File: src/rtl/pwm_bank_if.sv
// Host-side channel write / commit bus for pwm_bank.
// The front end is the master; the PWM engine consumes the bus as slave.
interface pwm_bank_if #(
  parameter int WIDTH = 12,
  parameter int CH_W  = 4
);
  logic             wr_en;
  logic [CH_W-1:0]  wr_ch;
  logic [WIDTH-1:0] wr_on;
  logic [WIDTH-1:0] wr_off;
  logic             wr_full_on;
  logic             wr_full_off;
  logic             commit;
  logic             update_mode;

  modport master (
    output wr_en, wr_ch, wr_on, wr_off, wr_full_on, wr_full_off, commit, update_mode
  );

  modport slave (
    input wr_en, wr_ch, wr_on, wr_off, wr_full_on, wr_full_off, commit, update_mode
  );
endinterface

File: src/rtl/pwm_bank.sv
// Multi-channel PWM engine: a shared prescaled step counter, per-channel shadow/active
// on/off windows, a registered level stage and a combinational invert/output-enable pad mux.
module pwm_bank #(
  parameter int CHANNELS   = 16,
  parameter int WIDTH      = 12,
  parameter int PRESCALE_W = 8,
  parameter int CH_W       = (CHANNELS > 1) ? $clog2(CHANNELS) : 1
) (
  input  logic                  clk_i,
  input  logic                  rst_i,
  pwm_bank_if.slave             host,
  input  logic [PRESCALE_W-1:0] prescale_i,
  input  logic                  invert_i,
  input  logic                  oe_ni,
  input  logic [1:0]            outne_i,
  input  logic                  outdrv_i,
  output logic [CHANNELS-1:0]   pwm_o,
  output logic [CHANNELS-1:0]   pad_en_o,
  output logic [WIDTH-1:0]      counter_o,
  output logic                  period_start_o,
  output logic                  pending_o
);
  typedef struct packed {
    logic [WIDTH-1:0] on;
    logic [WIDTH-1:0] off;
    logic             full_on;
    logic             full_off;
  } chan_cfg_t;

  localparam chan_cfg_t CfgReset = '{on: '0, off: '0, full_on: 1'b0, full_off: 1'b1};

  logic [PRESCALE_W-1:0]     pre_cnt_q, pre_cnt_d, prescale_eff;
  logic [WIDTH-1:0]          cnt_q, cnt_d;
  logic                      period_start_q, period_start_d;
  logic                      pending_q, pending_d;
  chan_cfg_t [CHANNELS-1:0]  shadow_q, shadow_d;
  chan_cfg_t [CHANNELS-1:0]  active_q, active_d;
  logic [CHANNELS-1:0]       lvl_q, lvl_d;
  logic [CHANNELS-1:0]       pwm_raw;
  logic                      pre_term, wrap, transfer;

  // The >= terminal compare lets a lowered prescale take effect without a long stall.
  always_comb begin
    prescale_eff   = (prescale_i < PRESCALE_W'(3)) ? PRESCALE_W'(3) : prescale_i;
    pre_term       = (pre_cnt_q >= prescale_eff);
    pre_cnt_d      = pre_term ? '0 : pre_cnt_q + PRESCALE_W'(1);
    cnt_d          = pre_term ? cnt_q + WIDTH'(1) : cnt_q;
    wrap           = pre_term && (cnt_q == '1);
    period_start_d = wrap;
  end

  // Transfer uses the next shadow value so a write landing on the transfer edge is included.
  always_comb begin
    shadow_d = shadow_q;
    for (int c = 0; c < CHANNELS; c++) begin
      if (host.wr_en && (host.wr_ch == CH_W'(c))) begin
        shadow_d[c] = '{on:       host.wr_on,
                        off:      host.wr_off,
                        full_on:  host.wr_full_on,
                        full_off: host.wr_full_off};
      end
    end
    transfer  = pending_q && (host.update_mode || wrap);
    active_d  = transfer ? shadow_d : active_q;
    pending_d = transfer ? 1'b0 : (pending_q || host.commit);
  end

  always_comb begin
    lvl_d = '0;
    for (int c = 0; c < CHANNELS; c++) begin
      if (active_q[c].full_off) begin
        lvl_d[c] = 1'b0;
      end else if (active_q[c].full_on) begin
        lvl_d[c] = 1'b1;
      end else if (active_q[c].on == active_q[c].off) begin
        lvl_d[c] = 1'b0;
      end else if (active_q[c].on < active_q[c].off) begin
        lvl_d[c] = (cnt_q >= active_q[c].on) && (cnt_q < active_q[c].off);
      end else begin
        lvl_d[c] = (cnt_q >= active_q[c].on) || (cnt_q < active_q[c].off);
      end
    end
  end

  always_ff @(posedge clk_i) begin
    if (rst_i) begin
      pre_cnt_q      <= '0;
      cnt_q          <= '0;
      period_start_q <= 1'b0;
      pending_q      <= 1'b0;
      shadow_q       <= {CHANNELS{CfgReset}};
      active_q       <= {CHANNELS{CfgReset}};
      lvl_q          <= '0;
    end else begin
      pre_cnt_q      <= pre_cnt_d;
      cnt_q          <= cnt_d;
      period_start_q <= period_start_d;
      pending_q      <= pending_d;
      shadow_q       <= shadow_d;
      active_q       <= active_d;
      lvl_q          <= lvl_d;
    end
  end

  // Pad mux stays combinational so oe/invert/outne act without a clock of delay.
  always_comb begin
    pwm_raw  = lvl_q ^ {CHANNELS{invert_i}};
    pwm_o    = '0;
    pad_en_o = '0;
    if (!oe_ni) begin
      if (outdrv_i) begin
        pwm_o    = pwm_raw;
        pad_en_o = '1;
      end else begin
        pad_en_o = ~pwm_raw;
      end
    end else begin
      case (outne_i)
        2'b00: pad_en_o = '1;
        2'b01: begin
          if (outdrv_i) begin
            pwm_o    = '1;
            pad_en_o = '1;
          end
        end
        default: pad_en_o = '0;
      endcase
    end
  end

  assign counter_o      = cnt_q;
  assign period_start_o = period_start_q;
  assign pending_o      = pending_q;
endmodule

File: src/flat_wrapper.sv
// flat-port wrapper written by rule: the top's interface ports become plain ports
module pwm_bank_flat 
#(
  parameter int CHANNELS   = 16,
  parameter int WIDTH      = 12,
  parameter int PRESCALE_W = 8,
  parameter int CH_W       = (CHANNELS > 1) ? $clog2(CHANNELS) : 1
)
  (clk_i, rst_i, prescale_i, invert_i, oe_ni, outne_i, outdrv_i, pwm_o, pad_en_o, counter_o, period_start_o, pending_o, host_wr_en, host_wr_ch, host_wr_on, host_wr_off, host_wr_full_on, host_wr_full_off, host_commit, host_update_mode);
  pwm_bank_if #(.WIDTH(WIDTH), .CH_W(CH_W)) host_i ();
  input  logic clk_i;
  input  logic rst_i;
  input  logic [PRESCALE_W-1:0] prescale_i;
  input  logic invert_i;
  input  logic oe_ni;
  input  logic [1:0] outne_i;
  input  logic outdrv_i;
  output logic [CHANNELS-1:0] pwm_o;
  output logic [CHANNELS-1:0] pad_en_o;
  output logic [WIDTH-1:0] counter_o;
  output logic period_start_o;
  output logic pending_o;
  input wire logic [$bits(host_i.wr_en)-1:0] host_wr_en;
  input wire logic [$bits(host_i.wr_ch)-1:0] host_wr_ch;
  input wire logic [$bits(host_i.wr_on)-1:0] host_wr_on;
  input wire logic [$bits(host_i.wr_off)-1:0] host_wr_off;
  input wire logic [$bits(host_i.wr_full_on)-1:0] host_wr_full_on;
  input wire logic [$bits(host_i.wr_full_off)-1:0] host_wr_full_off;
  input wire logic [$bits(host_i.commit)-1:0] host_commit;
  input wire logic [$bits(host_i.update_mode)-1:0] host_update_mode;
  assign host_i.wr_en = host_wr_en;
  assign host_i.wr_ch = host_wr_ch;
  assign host_i.wr_on = host_wr_on;
  assign host_i.wr_off = host_wr_off;
  assign host_i.wr_full_on = host_wr_full_on;
  assign host_i.wr_full_off = host_wr_full_off;
  assign host_i.commit = host_commit;
  assign host_i.update_mode = host_update_mode;
  pwm_bank #(.CHANNELS(CHANNELS), .WIDTH(WIDTH), .PRESCALE_W(PRESCALE_W), .CH_W(CH_W)) u_core (.clk_i(clk_i), .rst_i(rst_i), .host(host_i), .prescale_i(prescale_i), .invert_i(invert_i), .oe_ni(oe_ni), .outne_i(outne_i), .outdrv_i(outdrv_i), .pwm_o(pwm_o), .pad_en_o(pad_en_o), .counter_o(counter_o), .period_start_o(period_start_o), .pending_o(pending_o));
endmodule
File: config.mk
export PLATFORM = sky130hd
export DESIGN_NAME = pwm_bank_flat
export DESIGN_NICKNAME = d
export VERILOG_FILES = /design/src/rtl/pwm_bank_if.sv /design/src/rtl/pwm_bank.sv /design/src/flat_wrapper.sv
export SDC_FILE = /design/constraint.sdc
export NUM_CORES = 2
export LEC_CHECK = 0
export ABC_AREA = 1
export BUFFER_PORTS_ARGS = -buffer_cell sky130_fd_sc_hd__clkbuf_2
export CAP_MARGIN = 5
export CORE_MARGIN = 2
export CORE_UTILIZATION = 31
export DETAILED_ROUTE_END_ITERATION = 16
export PLACE_DENSITY = 0.45
export SLEW_MARGIN = 5
export SYNTH_ARGS = -nofsm -noshare
export SYNTH_HDL_FRONTEND = slang
export SYNTH_SLANG_ARGS = --single-unit
File: constraint.sdc
create_clock -name clk_i -period 3.1 [get_ports clk_i]
set_input_delay 0.62 -clock clk_i [delete_from_list [all_inputs] [get_ports clk_i]]
set_output_delay 0.62 -clock clk_i [all_outputs]
set_load 0.02 [all_outputs]
==> impl_metrics.env <==
export IMPL_outcome="finished, final reports clean"
export IMPL_ff2ff_setup_slack_ns=0.59
export IMPL_async_reset_ff_share_pct=0
export IMPL_synth_seq_area_share_pct=37.11
export IMPL_drt_first_iter_violations=2475
export IMPL_die_h_um=393.1
export IMPL_setup_viol_count_final=0
export IMPL_path_max_fanout=12
export IMPL_grt_busiest_layer="met2"
export IMPL_setup_tns_ns=0
export IMPL_dp_cells=8683
export IMPL_synth_cell_area_sq_um=46940
export IMPL_grtUsageMet3_pct=2.266
export IMPL_start_kind="flop"
export IMPL_initial_core_util_pct=31.26
export IMPL_max_cap_viol_count=0
export IMPL_crit_path_end_kind="primary output"
export IMPL_skew_ns=0.02558
export IMPL_h_tree_depth=3
export IMPL_crit_required_ns=2.48
export IMPL_grt_overflow_total=0
export IMPL_grt_use_total_pct=19.95
export IMPL_use_met2_pct=32.55
export IMPL_tritoncts="yes"
export IMPL_grt_pass1_vias=39340
export IMPL_synth_seq_cells=870
export IMPL_clkTransAtPathRegs_ns=0.06
export IMPL_power_density_nw_per_um2=519.8
export IMPL_vias_per_cell=4.642
export IMPL_die_x_um=393.1
export IMPL_slew_headroom_pct=33.26
export IMPL_io_buffer_count=93
export IMPL_syn_inst=6675
export IMPL_postCtsSetupBuffers=0
export IMPL_period_needed_ns=2.630
export IMPL_synth_flop_cell="dfxtp_1"
export IMPL_nets=7390
export IMPL_hpwl_um=102400
export IMPL_ctsLongestPathBuffers=3
export IMPL_num_vias=41211
export IMPL_fp_row_count=142
export IMPL_startpoint="u_core.counter_o[3]"
export IMPL_r2r_start="u_core.counter_o[3]"
export IMPL_coreArea_sq_um=150100
export IMPL_synth_nets=7293
export IMPL_place_congestion=0.8493
export IMPL_dr_pass1_iters=8
export IMPL_ir_drop_mv=0.4789
export IMPL_hold_path_class="input port to flop"
export IMPL_p_leak_nw=25.52
export IMPL_use_met1_pct=27.52
export IMPL_grt_max_degree=110
export IMPL_clock_sinks=870
export IMPL_synth_edf_count=0
export IMPL_layoutNonFillerInstCount=8877
export IMPL_layout_common_cells="nand2_1 (1431), inv_1 (1017), a21oi_1 (997)"
export IMPL_area_growth_pct=16.23
export IMPL_die_area_sq_um=154500
export IMPL_antenna_found_initial=13
export IMPL_rsz0062_at_grt="no"
export IMPL_yosysWarnings=0
export IMPL_synth_avg_cell_area_sq_um=7.032
export IMPL_drive_gt1_share_pct=7.394
export IMPL_postPlaceCellArea_sq_um=50910
export IMPL_totalWireLength_um=154400
export IMPL_arrival_ns=2.01
export IMPL_ctsHoldBuffers=0
export IMPL_fillerInstances=16043
export IMPL_worstSetupPathType="flop to primary output"
export IMPL_final_common_cell="nand2_1"
export IMPL_fin_hold_ws_ns=0.2196
export IMPL_synth_cell_types=30
export IMPL_worst_pin_slew_ns=1.001
export IMPL_wl_per_cell_um=17.39
export IMPL_clkLatencyLatePin_ns=0.73
export IMPL_hp_start="rst_i"
export IMPL_ant_nets=0
export IMPL_final_cell_area_sq_um=54550
export IMPL_hold_viol=0
export IMPL_ios=94
export IMPL_total_power_mw=28.36
export IMPL_cts_root_buf="clkbuf_16"
export IMPL_fin_crit_sh_pct=84.84
export IMPL_fmax_mhz=380.2
export IMPL_cts_resized=0
export IMPL_drc=0
export IMPL_slew_viol_final=0
export IMPL_grt_pass1_wl_um=236600
export IMPL_cts_made_buffers=103
[path summary, 6_finish.rpt]
path                          end  depth (start not counted)
max reg2reg  u_core.active_q[112]                         10
min          u_core.shadow_q[327]                          2
min reg2reg    u_core.active_q[0]                          2
max                  counter_o[3]                          2
[metal layers]
metal	part of all wire, %	vias up
li1	-	21476
met1	49	18884
met2	44	673
met3	4.1	174
met4	2.5	4
met5	0.022	-
[worst max-delay path: stages (launching register included)]
cell and delay [ns]:
dfxtp_2 0.65, buf_4 0.39, clkbuf_2 0.24
[layout make-up]
class,instances,area (sq um),area share (%)
diodes,4,10.01,0.01835
clock buffers,151,3029,5.553
clock inverters,39,608.1,1.115
inverters,1042,3916,7.179
multi-input cells,4464,24360,44.65
flip-flops and latches,870,17430,31.96
well taps,2016,2522,4.624
repair buffers,291,2675,4.903
[synth_stat cells, types with 5 or more instances]
| cell type | n | area share, % |
|---|---|---|
| buf_1 | 14 | 0.11 |
| nand2_1 | 1433 | 11 |
| o21ai_0 | 193 | 2.1 |
| nand3_1 | 243 | 2.6 |
| nand4_1 | 30 | 0.40 |
| o21bai_1 | 11 | 0.18 |
| o211ai_1 | 13 | 0.21 |
| nor3_1 | 115 | 1.2 |
| buf_2 | 94 | 1.0 |
| xnor2_1 | 17 | 0.32 |
| a21o_1 | 5 | 0.080 |
| clkinv_1 | 24 | 0.19 |
| o21a_1 | 60 | 0.96 |
| inv_1 | 1018 | 8.1 |
| clkbuf_1 | 179 | 1.4 |
| nor2_1 | 745 | 6.0 |
| or2_2 | 19 | 0.25 |
| a21oi_1 | 997 | 11 |
| ha_1 | 570 | 15 |
| buf_6 | 11 | 0.26 |
| dfxtp_1 | 870 | 37 |
[where the power goes]
group	leakage [nW]	total, mW	internal, mW	switching, mW
logic	16.7	3.59	1.19	2.40
clock network	1.79	13.0	7.79	5.22
registers	7.06	11.8	11.5	0.222
[through the flow]
stage	worst slack (ns)	util (%)
floorplan	0.2072	-
global placement	0.004184	33.91
detailed placement	0.007729	33.91
CTS	0.3991	36.33
global route	0.3324	36.33
finish	0.4699	36.34
[registers in the layout (all words and copies together) (netlist names)]
signal and count:
u_core.active_q 416, u_core.counter_o 12, u_core.lvl_q 16, u_core.pending_o 1, u_core.period_start_o 1, u_core.pre_cnt_q 8
u_core.shadow_q 416
[kinds of logic after synthesis]
kind of cell / count (synthesis) / share of synthesized area (%)
xor gates and xnor gates: 19 / 0.3545
AOI/OAI and AO/OA: 1279 / 14.11
and+or+nand+nor: 2596 / 22.06
adders and majority gates: 570 / 15.19
DFF: 870 / 37.11
buffers and inverters: 1341 / 11.17
(Power assumes the default switching activity.)
